## config.mk

```make
export PLATFORM = sky130hd
export DESIGN_NAME = gci_std_display_char_render
export DESIGN_NICKNAME = d
export VERILOG_FILES = /design/src/rtl/gci_std_display_char_render.sv
export SDC_FILE = /design/constraint.sdc
export NUM_CORES = 1
export LEC_CHECK = 0
export CORE_MARGIN = 2
export CORE_UTILIZATION = 32
export CTS_BUF_LIST = sky130_fd_sc_hd__clkbuf_4
export CTS_CLUSTER_DIAMETER = 150
export DETAILED_ROUTE_END_ITERATION = 10
export PLACE_DENSITY = 0.6
export SLEW_MARGIN = 40
export SYNTH_ARGS = -nofsm -noshare
export SYNTH_HDL_FRONTEND = slang
export SYNTH_SLANG_ARGS = --single-unit
```

## constraint.sdc

```tcl
create_clock -name iCLOCK -period 6.3 [get_ports iCLOCK]
set_input_delay 0.945 -clock iCLOCK [delete_from_list [all_inputs] [get_ports iCLOCK]]
set_output_delay 0.945 -clock iCLOCK [all_outputs]
set_load 0.05 [all_outputs]
```

## src/rtl/gci_std_display_char_render.sv

```systemverilog
// Renders one 8x14 font glyph into the VRAM pixel-write port, one pixel per accepted write.
// Optional feature macro: GCI_STD_DISPLAY_RENDER_TRANSPARENT_EN (skip background pixels).
module gci_std_display_char_render #(
    parameter int P_H_WIDTH  = 640,
    parameter int P_V_HEIGHT = 480,
    parameter int P_COLOR_W  = 16,
    parameter int P_ADDR_W   = 19
) (
    input  logic                 iCLOCK,
    input  logic                 iRESET_SYNC,
    input  logic                 iREQ,
    output logic                 oBUSY,
    input  logic [6:0]           iCHAR,
    input  logic [6:0]           iPOS_X,
    input  logic [5:0]           iPOS_Y,
    input  logic [P_COLOR_W-1:0] iFG_COLOR,
    input  logic [P_COLOR_W-1:0] iBG_COLOR,
`ifdef GCI_STD_DISPLAY_RENDER_TRANSPARENT_EN
    input  logic                 iTRANSPARENT,
`endif
    output logic                 oDONE,
    output logic [6:0]           oFONT_ADDR,
    input  logic [111:0]         iFONT_DATA,
    output logic                 oWR_REQ,
    input  logic                 iWR_BUSY,
    output logic [P_ADDR_W-1:0]  oWR_ADDR,
    output logic [P_COLOR_W-1:0] oWR_DATA
);

    localparam logic [6:0]          AREA_H     = 7'(P_H_WIDTH / 8);
    localparam logic [5:0]          AREA_V     = 6'(P_V_HEIGHT / 14);
    localparam logic [P_ADDR_W-1:0] ROW_PITCH  = P_ADDR_W'(P_H_WIDTH);
    localparam logic [P_ADDR_W-1:0] CHAR_PITCH = P_ADDR_W'(14 * P_H_WIDTH);

    typedef enum logic [1:0] {ST_IDLE, ST_FETCH, ST_DRAW, ST_DONE} state_t;

    state_t                 state_q, state_d;
    logic [6:0]             char_q, char_d;
    logic [6:0]             pos_x_q, pos_x_d;
    logic [5:0]             pos_y_q, pos_y_d;
    logic [P_COLOR_W-1:0]   fg_q, fg_d;
    logic [P_COLOR_W-1:0]   bg_q, bg_d;
    logic [111:0]           glyph_q, glyph_d;
    logic [6:0]             idx_q, idx_d;
    logic [P_ADDR_W-1:0]    row_base_q, row_base_d;
    logic                   wr_req_q, wr_req_d;
    logic [P_ADDR_W-1:0]    wr_addr_q, wr_addr_d;
    logic [P_COLOR_W-1:0]   wr_data_q, wr_data_d;
    logic                   busy_q, busy_d;
    logic                   done_q, done_d;
    logic [P_ADDR_W-1:0]    base_addr;
    logic                   in_range;
    logic                   last_pixel;

`ifdef GCI_STD_DISPLAY_RENDER_TRANSPARENT_EN
    logic                   trans_q, trans_d;
    logic [P_ADDR_W-1:0]    base_q, base_d;
    logic [7:0]             nxt;

    // Returns {found, index} of the first drawable pixel at or after start; lowest index wins.
    function automatic logic [7:0] find_next(input logic [111:0] g, input logic [6:0] start,
                                             input logic skip_bg);
        logic [7:0] res;
        res = 8'd0;
        for (int i = 111; i >= 0; i--) begin
            if ((7'(i) >= start) && (g[111 - i] || !skip_bg)) begin
                res = {1'b1, 7'(i)};
            end
        end
        return res;
    endfunction
`endif

    always_comb begin
        base_addr = P_ADDR_W'(pos_y_q) * CHAR_PITCH + P_ADDR_W'({pos_x_q, 3'b000});
        in_range  = (pos_x_q < AREA_H) && (pos_y_q < AREA_V);
    end

    always_comb begin
        state_d    = state_q;
        char_d     = char_q;
        pos_x_d    = pos_x_q;
        pos_y_d    = pos_y_q;
        fg_d       = fg_q;
        bg_d       = bg_q;
        glyph_d    = glyph_q;
        idx_d      = idx_q;
        row_base_d = row_base_q;
        wr_req_d   = wr_req_q;
        wr_addr_d  = wr_addr_q;
        wr_data_d  = wr_data_q;
        busy_d     = busy_q;
        done_d     = 1'b0;
        last_pixel = 1'b0;
`ifdef GCI_STD_DISPLAY_RENDER_TRANSPARENT_EN
        trans_d    = trans_q;
        base_d     = base_q;
        nxt        = 8'd0;
`endif
        case (state_q)
            ST_IDLE: begin
                if (iREQ) begin
                    char_d  = iCHAR;
                    pos_x_d = iPOS_X;
                    pos_y_d = iPOS_Y;
                    fg_d    = iFG_COLOR;
                    bg_d    = iBG_COLOR;
`ifdef GCI_STD_DISPLAY_RENDER_TRANSPARENT_EN
                    trans_d = iTRANSPARENT;
`endif
                    busy_d  = 1'b1;
                    state_d = ST_FETCH;
                end
            end
            ST_FETCH: begin
                glyph_d = iFONT_DATA;
                state_d = ST_DRAW;
                // An out-of-range position passes through DRAW with no write pending.
                wr_req_d = 1'b0;
                if (in_range) begin
`ifdef GCI_STD_DISPLAY_RENDER_TRANSPARENT_EN
                    nxt        = find_next(iFONT_DATA, 7'd0, trans_q);
                    wr_req_d   = nxt[7];
                    idx_d      = nxt[6:0];
                    base_d     = base_addr;
                    row_base_d = base_addr + P_ADDR_W'(nxt[6:3]) * ROW_PITCH;
`else
                    wr_req_d   = 1'b1;
                    idx_d      = 7'd0;
                    row_base_d = base_addr;
`endif
                    wr_addr_d  = row_base_d + P_ADDR_W'(idx_d[2:0]);
                    wr_data_d  = glyph_d[7'd111 - idx_d] ? fg_q : bg_q;
                end
            end
            ST_DRAW: begin
                if (!wr_req_q) begin
                    state_d = ST_DONE;
                    done_d  = 1'b1;
                end else if (!iWR_BUSY) begin
`ifdef GCI_STD_DISPLAY_RENDER_TRANSPARENT_EN
                    nxt        = find_next(glyph_q, idx_q + 7'd1, trans_q);
                    last_pixel = !nxt[7];
`else
                    last_pixel = (idx_q == 7'd111);
`endif
                    if (last_pixel) begin
                        wr_req_d = 1'b0;
                        state_d  = ST_DONE;
                        done_d   = 1'b1;
                    end else begin
`ifdef GCI_STD_DISPLAY_RENDER_TRANSPARENT_EN
                        idx_d      = nxt[6:0];
                        row_base_d = base_q + P_ADDR_W'(nxt[6:3]) * ROW_PITCH;
`else
                        idx_d = idx_q + 7'd1;
                        if (idx_q[2:0] == 3'd7) begin
                            row_base_d = row_base_q + ROW_PITCH;
                        end
`endif
                        wr_addr_d = row_base_d + P_ADDR_W'(idx_d[2:0]);
                        wr_data_d = glyph_q[7'd111 - idx_d] ? fg_q : bg_q;
                    end
                end
            end
            ST_DONE: begin
                busy_d  = 1'b0;
                state_d = ST_IDLE;
            end
            default: state_d = ST_IDLE;
        endcase
    end

    always_ff @(posedge iCLOCK) begin
        if (iRESET_SYNC) begin
            state_q    <= ST_IDLE;
            char_q     <= '0;
            pos_x_q    <= '0;
            pos_y_q    <= '0;
            fg_q       <= '0;
            bg_q       <= '0;
            glyph_q    <= '0;
            idx_q      <= '0;
            row_base_q <= '0;
            wr_req_q   <= 1'b0;
            wr_addr_q  <= '0;
            wr_data_q  <= '0;
            busy_q     <= 1'b0;
            done_q     <= 1'b0;
`ifdef GCI_STD_DISPLAY_RENDER_TRANSPARENT_EN
            trans_q    <= 1'b0;
            base_q     <= '0;
`endif
        end else begin
            state_q    <= state_d;
            char_q     <= char_d;
            pos_x_q    <= pos_x_d;
            pos_y_q    <= pos_y_d;
            fg_q       <= fg_d;
            bg_q       <= bg_d;
            glyph_q    <= glyph_d;
            idx_q      <= idx_d;
            row_base_q <= row_base_d;
            wr_req_q   <= wr_req_d;
            wr_addr_q  <= wr_addr_d;
            wr_data_q  <= wr_data_d;
            busy_q     <= busy_d;
            done_q     <= done_d;
`ifdef GCI_STD_DISPLAY_RENDER_TRANSPARENT_EN
            trans_q    <= trans_d;
            base_q     <= base_d;
`endif
        end
    end

    assign oBUSY      = busy_q;
    assign oDONE      = done_q;
    assign oFONT_ADDR = char_q;
    assign oWR_REQ    = wr_req_q;
    assign oWR_ADDR   = wr_addr_q;
    assign oWR_DATA   = wr_data_q;

endmodule
```

# Yosys cells after proc, flatten, opt, wreduce, memory -nomap -nowiden
# Index checks and enable logic that the tools add are counted.
# classes
bitwise_logic,1
reduce_logical,9
n_div,0
shifts,0
add_sub_neg,5
mux,43
mul,1
n_eq_ne,12
magnitude_cmp,3
# ops
cell,n
two-way mux 19 bit,12
two-way mux 16 bit,6
case mux 19 bit (2 select lines),2
case mux 16 bit (2 select lines),1
two-way mux 7 bit,4
adder 19 x 10 -> 19 bit,1
adder 19 x 10 -> 19 bit (second input constant),1
adder 19 x 3 -> 19 bit,1
case mux 7 bit (2 select lines),1
multiplier 6 x 6 -> 11 bit (second input constant),1
!= test 2 bit (second input constant),5
two-way mux 1 bit,9
less-than comparator 7 x 8 -> 1 bit (second input constant),1
two-way mux 2 bit,4
case mux 2 bit (4 select lines),1
adder 7 x 1 -> 7 bit (second input constant),1
binary-select mux 1 bit (select 7 bit),1
== test 7 bit (second input constant),1
less-than comparator 7 bit (second input constant),1
subtractor 7 bit (first input constant),1
less-than comparator 6 bit (second input constant),1
!= test 3 bit (second input constant),2
AND reduction 5 bit,1
== test 2 bit (second input constant),2
other kinds (10),13
# word_totals
mem_bits_ro,0
latchBits,0
memories,0
mem_bits_rw,0
out_inout_bits,45
word_cells,88
in_bits,168
register_bits,230

# Longest topological paths before layout
# Gate-level depths: netlist (run 1).
# depth
ltp_word,11
ltp_mapped,14

# Worst setup path after synthesis (run 1)
# Ideal clock, no wire load.
# synth_path
path_type,register to register
startpoint,reg idx_q[1]
endpoint,"reg wr_data_q[10], in the netlist oWR_DATA[10]"
setup_slack_ns,2.957
setup_time_ns,0.137
t_arrival_ns,3.205
required_ns,6.163
path_stages_with_launch,12
period_less_slack_ns,3.343
n_path_buf,2
path_cell_list,dfxtp_1 ha_1 ha_1 buf_6 mux4_2 mux4_2 nand2_1 or4b_4 o211ai_4 buf_12 mux2i_1 a211oi_1
# synth_between
elab_chain_len,9
word_cells_on_any_way,12
# synth_rtl
item,line,rtl
start: declaration,44,"logic [6:0] idx_q, idx_d;"
start signal: assignment,202,idx_q <= idx_d;
adder 7 x 1 -> 7 bit,156,idx_d = idx_q + 7'd1;
subtractor 7 bit,162,wr_data_d = glyph_q[7'd111 - idx_d] ? fg_q : bg_q;
binary-select mux 1 bit (select 7 bit),162,
two-way mux 1 bit (implied by the code),162,
two-way mux 16 bit,162,
two-way mux 16 bit,147,if (last_pixel) begin
two-way mux 16 bit,140,end else if (!iWR_BUSY) begin
two-way mux 16 bit,137,if (!wr_req_q) begin
case mux 16 bit (2 select lines),100,case (state_q)
end signal: assignment,206,wr_data_q <= wr_data_d;
end: declaration,48,"logic [P_COLOR_W-1:0] wr_data_q, wr_data_d;"
# Several ways; a longest one is shown, not always the timed one. The select of a mux whose other input is x is not followed.
# A chain may end at the register's enable or synchronous reset.

# Final worst setup path (run 1)
# layout_path
startpoint,reg idx_q[1]
endpoint,"reg wr_data_q[14], in the netlist oWR_DATA[14]"
# The elaborated chain is that of the path after synthesis.

==> out/results.txt, run 1 <==
Slew @ Worst Pin -> 0.815 ns
P_leak -> 5.12 nW
Highest Signal Layer -> met4
Metal3 WL -> 1730 um
Sw Pwr -> 2.40 mW
Post-synth EDFFs -> 0
Startpoint types -> flop
Vias -> 8,777
Int Pwr -> 3.56 mW
Core ar. -> 0.0324 mm2
Switch share -> 40.3%
Clk_skew -> 0.0418 ns
Total GRT Usage -> 16.4%
Fin. Hold Viols -> 0
FF+latch count, synth -> 225
Final setup violation count -> 0
Levels on crit path -> 10
Post-synthesis average cell area -> 9.25 um2
Max-cap violations -> 0
Port bufs -> 212
Area after DPL -> 0.0129 mm2
Post_cts resized -> 0
First-pass GRT wire length -> 44,300 um
Starting Density -> 32.3%
R2R cell count -> 10
Async SR Flop Fraction -> 0%
DP HPWL -> 19,700 um
Vias per std cell -> 4.81
CP endpoint kind -> flop
CTS Buf Count -> 68
Pin count of the biggest net entering global routing -> 107
Die ar. -> 0.0341 mm2
Min Hold Slack -> 0.451 ns
Area Overhead vs Synth -> 31.3%
Distinct cells, synth -> 55
CP most frequent cell -> mux4_2
Site Rows -> 66
Hold-fix buffers at CTS -> 0
WL final -> 28,300 um
Clock-pin slew on the worst setup and hold paths -> 0.07 ns
CTS tree -> yes
Iter 0 DRT Violations -> 401
DRT antenna net count -> 0
Clk root buf -> clkbuf_4
CTS sink cnt -> 225
Finished Cell Area -> 0.0137 mm2
Setup bufs post-CTS -> 0
Unrepaired setup endpoints after global routing -> false
Maximum VDD drop -> 0.243 mV
Grt ovf -> 0
PD cells -> 435 mW/mm2
Setup TNS -> 0 ns
Status -> finished clean
Sequential area share after synthesis -> 43.1%
Ys flop type -> dfxtp_1
Worst Path Buf+Inv -> 1
Max Clock Freq -> 0.247 GHz
Mapped Nets -> 1,332
CP arrival -> 4.57 ns
Crit path kind -> reg -> reg
Slew headroom -> 45.7%
Combinational power share -> 43.0%
Met2 wire len -> 13,100 um
Gpl congestion -> 0.768
Synth Instances -> 1,130
Number of global-route vias before repair -> 8,653
Layout cells sized above 1 -> 11.6%
Sequential share of power -> 34.6%
CTS H-Tree Depth -> 3
Metal1 wirelength -> 12,900 um
WP data required -> 6.82 ns
Yosys warns -> 0
Netlist area before placement -> 0.0105 mm2
Clock power share -> 22.4%
Final std cells w/o fill -> 1,826
CP top delay family -> multiplexers
Crit path max fanout -> 18
Hold Path Depth -> 2
Drt first pass iters -> 4
Worst-Skew Late Latency -> 0.66 ns
Max stage delay cell, worst path -> ha_1
Fin crit share -> 64.2%
Ports -> 213
Placed Cells incl. Taps -> 1,713
Die X -> 185 um
Clock Tree Buf Depth -> 3
Pins Over Slew Limit -> 0
# DRC -> 0
DIE HEIGHT -> 185 um
Antenna violations before repair -> 1
Worst Hold Class -> reg -> reg
Crit path largest cell delay -> 0.75 ns
Post-DR wirelength/cell -> 15.5 um
CP Cell Sequence -> ha_4 > ha_1 > mux4_2 > mux4_2 > nand2_1 > or4b_4 > o211ai_4 > buf_6 > mux2i_1 > a211oi_1
Minimum clock period -> 4.04 ns
Fin nets -> 1,544
power by group through the flow:
stage	logic, mW	registers [mW]	clock network [mW]
detailed placement	2.59	2.09	0
global placement	2.54	2.08	0
finish	2.57	2.06	1.34
CTS	2.60	2.07	1.39
global route	2.81	2.11	1.47
floorplan	1.54	2.38	0
worst min-delay path, stage by stage (launching register included):
cell,delay [ns]
dfxtp_1,0.30
nand2_1,0.05
a21oi_1,0.05
flip-flops by register name, indices dropped and copies added, names as in the netlist:
register / count
glyph_q: 112
oWR_ADDR: 17
bg_q: 16
fg_q: 16
oWR_DATA: 16
row_base_q: 16
idx_q: 7
oFONT_ADDR: 7
pos_x_q: 7
pos_y_q: 6
state_q: 2
oBUSY: 1
oDONE: 1
oWR_REQ: 1
final cells by class:
type	count	area, um2
antenna	1	2.50
clock buffer	97	728
clock inverter	14	70.1
fill	3227	18700
inverter	24	90.1
multi-input combinational	802	5560
sequential	225	4510
tap	442	553
timing repair buffer	221	2210
Yosys cell counts (5+ instances only):
cell type | n | area share (%)
ha_1 | 31 | 3.7
nand4_1 | 5 | 0.30
nand2_1 | 164 | 5.9
mux4_2 | 29 | 6.2
o21ai_0 | 12 | 0.57
xor2_1 | 11 | 0.92
clkbuf_1 | 50 | 1.8
a211oi_1 | 30 | 2.2
a21oi_1 | 89 | 4.3
nand3_1 | 16 | 0.77
dfxtp_1 | 225 | 43
nor2_1 | 167 | 6.0
xnor2_1 | 20 | 1.7
buf_1 | 18 | 0.65
nor3_1 | 15 | 0.72
inv_1 | 24 | 0.86
mux2i_1 | 137 | 13
o211ai_1 | 9 | 0.65
or3_1 | 6 | 0.36
per-layer routing:
metal | vias up | GRT usage [%]
met3 | 52 | 4.03
met5 | - | 0
li1 | 4379 | -
met2 | 248 | 26.9
met4 | 0 | 5.68
met1 | 4098 | 21.1
cells in the final DEF, fill, tap and decap left out, drive strengths merged, types with 11 or more instances in the layout:
cell type	instances
a211oi	30
a21oi	89
clkbuf	97
clkdlybuf4s50	211
dfxtp	225
ha	31
inv	26
mux2i	137
mux4	31
nand2	164
nand3	17
nor2	167
nor3	15
o21ai	13
xnor2	21
xor2	11
worst paths after layout:
path	startpoint	end	slack [ns]
max	idx_q[1]	oWR_DATA[14]	2.26
min	fg_q[11]	fg_q[11]	0.45
max reg2reg	idx_q[1]	oWR_DATA[14]	2.26
min reg2reg	fg_q[11]	fg_q[11]	0.45
logic make-up after synthesis:
kind of cell | synth area share, %
simple gates | 15.5
flops | 43.1
compound gates | 10.1
mux | 20.1
buf+inv | 4.19
fa+ha+maj | 4.29
xor+xnor | 2.75
other cells | 0.0359
per-stage QoR:
stage          setup WS, ns  power [mW]  util [%]
6_report               2.26        5.96      42.4
5_1_grt                2.08        6.38      42.4
4_1_cts                2.01        6.05      42.3
3_5_place_dp           2.05        4.68      39.8
3_3_place_gp           2.14        4.63      39.8
2_1_floorplan          2.96        3.92         -
Power figures use the tool's default switching activity.
==> inputs of run 2 (changes only) <==
--- a/config.mk
+++ b/config.mk
@@ -10,7 +10,7 @@
 export CTS_BUF_LIST = sky130_fd_sc_hd__clkbuf_4
 export CTS_CLUSTER_DIAMETER = 150
 export DETAILED_ROUTE_END_ITERATION = 10
-export PLACE_DENSITY = 0.6
+export PLACE_DENSITY = 0.62
 export SLEW_MARGIN = 40
 export SYNTH_ARGS = -nofsm -noshare
 export SYNTH_HDL_FRONTEND = slang
==> constraint.sdc (replaced) <==
create_clock -name iCLOCK -period 3.4 [get_ports iCLOCK]
set_input_delay 0.51 -clock iCLOCK [delete_from_list [all_inputs] [get_ports iCLOCK]]
set_output_delay 0.51 -clock iCLOCK [all_outputs]
set_load 0.05 [all_outputs]
==> run 2 against run 1 <==
Cell area rose by 2.3%. Fmax up 22%. Clock skew rose by 0.013 ns. Routed wire length increased by 0.81%. Die area is the same. Power up 91%. Flip-flop and latch count did not move. Setup slack lost 2.2 ns. Largest power group unchanged.
==> out/results.txt, run 2 (synthesis gave the netlist of run 1 again) <==
CTS Buf Count -> 66 (was 68)
Pin count of the biggest net entering global routing -> 105 (was 107)
DIE HEIGHT -> 185 um (unchanged)
Layout cells sized above 1 -> 13.4% (was 11.6%)
Pins Over Slew Limit -> 0 (unchanged)
Clock Tree Buf Depth -> 3 (unchanged)
FF+latch area -> 0.00451 mm2 (about the same)
DP HPWL -> 20,000 um (was 19,700 um)
Minimum clock period -> 3.32 ns (was 4.04 ns)
Max Clock Freq -> 0.301 GHz (was 0.247 GHz)
Crit path kind -> reg -> reg (unchanged)
WL final -> 28,500 um (was 28,300 um)
CTS H-Tree Depth -> 3 (unchanged)
Fin. Hold Viols -> 0 (unchanged)
Hold Path Sink -> glyph_q[42] (was fg_q[11])
Gpl congestion -> 0.849 (was 0.768)
Site Rows -> 66 (unchanged)
CTS tree -> yes (unchanged)
Starting Density -> 32.3% (unchanged)
Total GRT Usage -> 16.5% (was 16.4%)
Area Overhead vs Synth -> 34.3% (was 31.3%)
Core ar. -> 0.0324 mm2 (unchanged)
Startpoint types -> flop (unchanged)
Clock-pin slew on the worst setup and hold paths -> 0.06 ns (was 0.07 ns)
Slew @ Worst Pin -> 0.778 ns (was 0.815 ns)
Commonest non-fill, non-tap cells in the layout -> dfxtp_1, clkdlybuf4s50_1, nor2_1 (unchanged)
FF-to-FF Start -> idx_q[0] (was idx_q[1])
Hold Path Depth -> 2 (unchanged)
PD cells -> 813 mW/mm2 (was 435 mW/mm2)
Die ar. -> 0.0341 mm2 (unchanged)
Most common cell after layout, fill and taps aside -> dfxtp_1 (unchanged)
CP endpoint kind -> flop (unchanged)
Worst-Skew Late Latency -> 0.67 ns (was 0.66 ns)
WP data required -> 3.88 ns (was 6.82 ns)
Max-cap violations -> 0 (unchanged)
Switch share -> 39.3% (was 40.3%)
Worst R2R Setup Slack -> 0.08 ns (was 2.26 ns)
# DRC -> 0 (unchanged)
Pre-CTS setup slack -> 0.0590 ns (was 2.05 ns)
DRT antenna net count -> 0 (unchanged)
Sw Pwr -> 4.48 mW (was 2.40 mW)
FF-to-FF End -> oWR_DATA[3] (was oWR_DATA[14])
Setup bufs post-CTS -> 0 (unchanged)
Vias per std cell -> 4.77 (was 4.81)
Ports -> 213 (unchanged)
Max reg flops -> 112 (unchanged)
Clk_skew -> 0.0546 ns (was 0.0418 ns)
Reg with most FFs -> glyph_q (unchanged)
First-pass GRT wire length -> 44,200 um (was 44,300 um)
Combinational power share -> 43.2% (was 43.0%)
Clock power share -> 23.5% (was 22.4%)
Fill cells -> 3,239 (was 3,227)
Maximum VDD drop -> 0.406 mV (was 0.243 mV)
Die X -> 185 um (unchanged)
Fin crit share -> 97.7% (was 64.2%)
Status -> finished clean (unchanged)
Iter 0 DRT Violations -> 441 (was 401)
Port bufs -> 212 (unchanged)
Drt first pass iters -> 4 (unchanged)
R2R cell count -> 10 (unchanged)
Multi-input logic area -> 0.00556 mm2 (about the same)
Fin nets -> 1,567 (was 1,544)
Crit path max fanout -> 8 (was 18)
Int Pwr -> 6.93 mW (was 3.56 mW)
Number of global-route vias before repair -> 8,541 (was 8,653)
Hold-fix buffers at CTS -> 0 (unchanged)
Final WS setup -> 0.0783 ns (was 2.26 ns)
Antenna violations before repair -> 2 (was 1)
CP arrival -> 3.80 ns (was 4.57 ns)
P_leak -> 5.31 nW (was 5.12 nW)
Slew headroom -> 48.1% (was 45.7%)
Post-Route Utilization -> 43.4% (was 42.4%)
Sequential share of power -> 33.3% (was 34.6%)
CTS sink cnt -> 225 (unchanged)
Final setup violation count -> 0 (unchanged)
Post-DR wirelength/cell -> 15.4 um (was 15.5 um)
Clk root buf -> clkbuf_4 (unchanged)
Hold Startpoint -> iRESET_SYNC (was fg_q[11])
Worst Hold Class -> in -> reg (was reg -> reg)
Grt ovf -> 0 (unchanged)
Vias -> 8,833 (was 8,777)
## run 2: per-layer routing
metal	track usage, %	up-vias	wire length, um
met5	0	-	15
met2	26.3	264	13100
met1	20.4	4078	12500
met3	6.18	58	2310
met4	5.52	2	639
li1	-	4431	-
## run 2: timing repair
item / 4_1_cts / 5_1_grt
endpoints found under the setup margin: 0 / 21
hold endpoints to repair: 0 / 0
gates resized for setup: 0 / 8
## run 2: area by class of cell
cell class                      count  share of cell area [%]
Inverter                           24                   0.642
Tap cell                          442                    3.94
Timing Repair Buffer              246                    17.5
Sequential cell                   225                    32.1
Multi-Input combinational cell    802                    39.6
Clock inverter                     12                   0.892
Antenna cell                        2                  0.0357
Clock buffer                       98                    5.24
## run 2: worst max path at each step
| stage | startpoint | endpoint | slack (ns) | cells after the start |
|---|---|---|---|---|
| after floorplan | idx_q[1] | oWR_DATA[10] | 0.06 | 11 |
| after global placement | idx_q[0] | oWR_DATA[15] | 0.17 | 10 |
| after global routing | pos_y_q[3] | row_base_q[18] | -0.02 | 13 |
| final | idx_q[0] | oWR_DATA[3] | 0.08 | 10 |
| after detailed placement | idx_q[0] | oWR_DATA[9] | 0.06 | 12 |
| after CTS | idx_q[0] | oWR_DATA[9] | 0.01 | 12 |
## run 2: stage by stage
| step | power (mW) | instances | instance area, um2 | hold slack [ns] | TNS, ns |
|---|---|---|---|---|---|
| 2_1_floorplan | 7.27 | 1130 | 10500 | 0.436 | 0 |
| 3_3_place_gp | 8.69 | 1738 | 13100 | 0.441 | 0 |
| 3_5_place_dp | 8.79 | 1738 | 13100 | 0.443 | 0 |
| 4_1_cts | 11.5 | 1848 | 14000 | 0.265 | 0 |
| 5_1_grt | 12.2 | 1850 | 14000 | 0.285 | -0.0517 |
| 6_report | 11.4 | 1851 | 14000 | 0.317 | 0 |
## run 2: power groups by stage
stage                     logic [mW]  clock network [mW]  registers (mW)
after floorplan                 2.86                   0            4.41
after global placement          4.85                   0            3.84
after detailed placement        4.93                   0            3.86
after CTS                       4.94                2.79            3.80
after global routing            5.37                2.93            3.89
final                           4.93                2.68            3.80
## run 2: worst max-delay path, cell delays in order (launching register included)
cell and delay [ns]:
dfxtp_2 0.33, ha_1 0.23, ha_4 0.31, mux4_2 0.49, mux4_2 0.48, nand2_1 0.07
or4b_4 0.46, o211ai_4 0.28, clkbuf_16 0.24, mux2i_1 0.18, a211oi_1 0.08
==> inputs of run 3 (changes only) <==
--- a/config.mk
+++ b/config.mk
@@ -8,7 +8,6 @@
 export CORE_MARGIN = 2
 export CORE_UTILIZATION = 32
 export CTS_BUF_LIST = sky130_fd_sc_hd__clkbuf_4
-export CTS_CLUSTER_DIAMETER = 150
 export DETAILED_ROUTE_END_ITERATION = 10
 export PLACE_DENSITY = 0.62
 export SLEW_MARGIN = 40
==> results of run 3 <==
Final layout, timing and power as in run 2 (identical DEF).
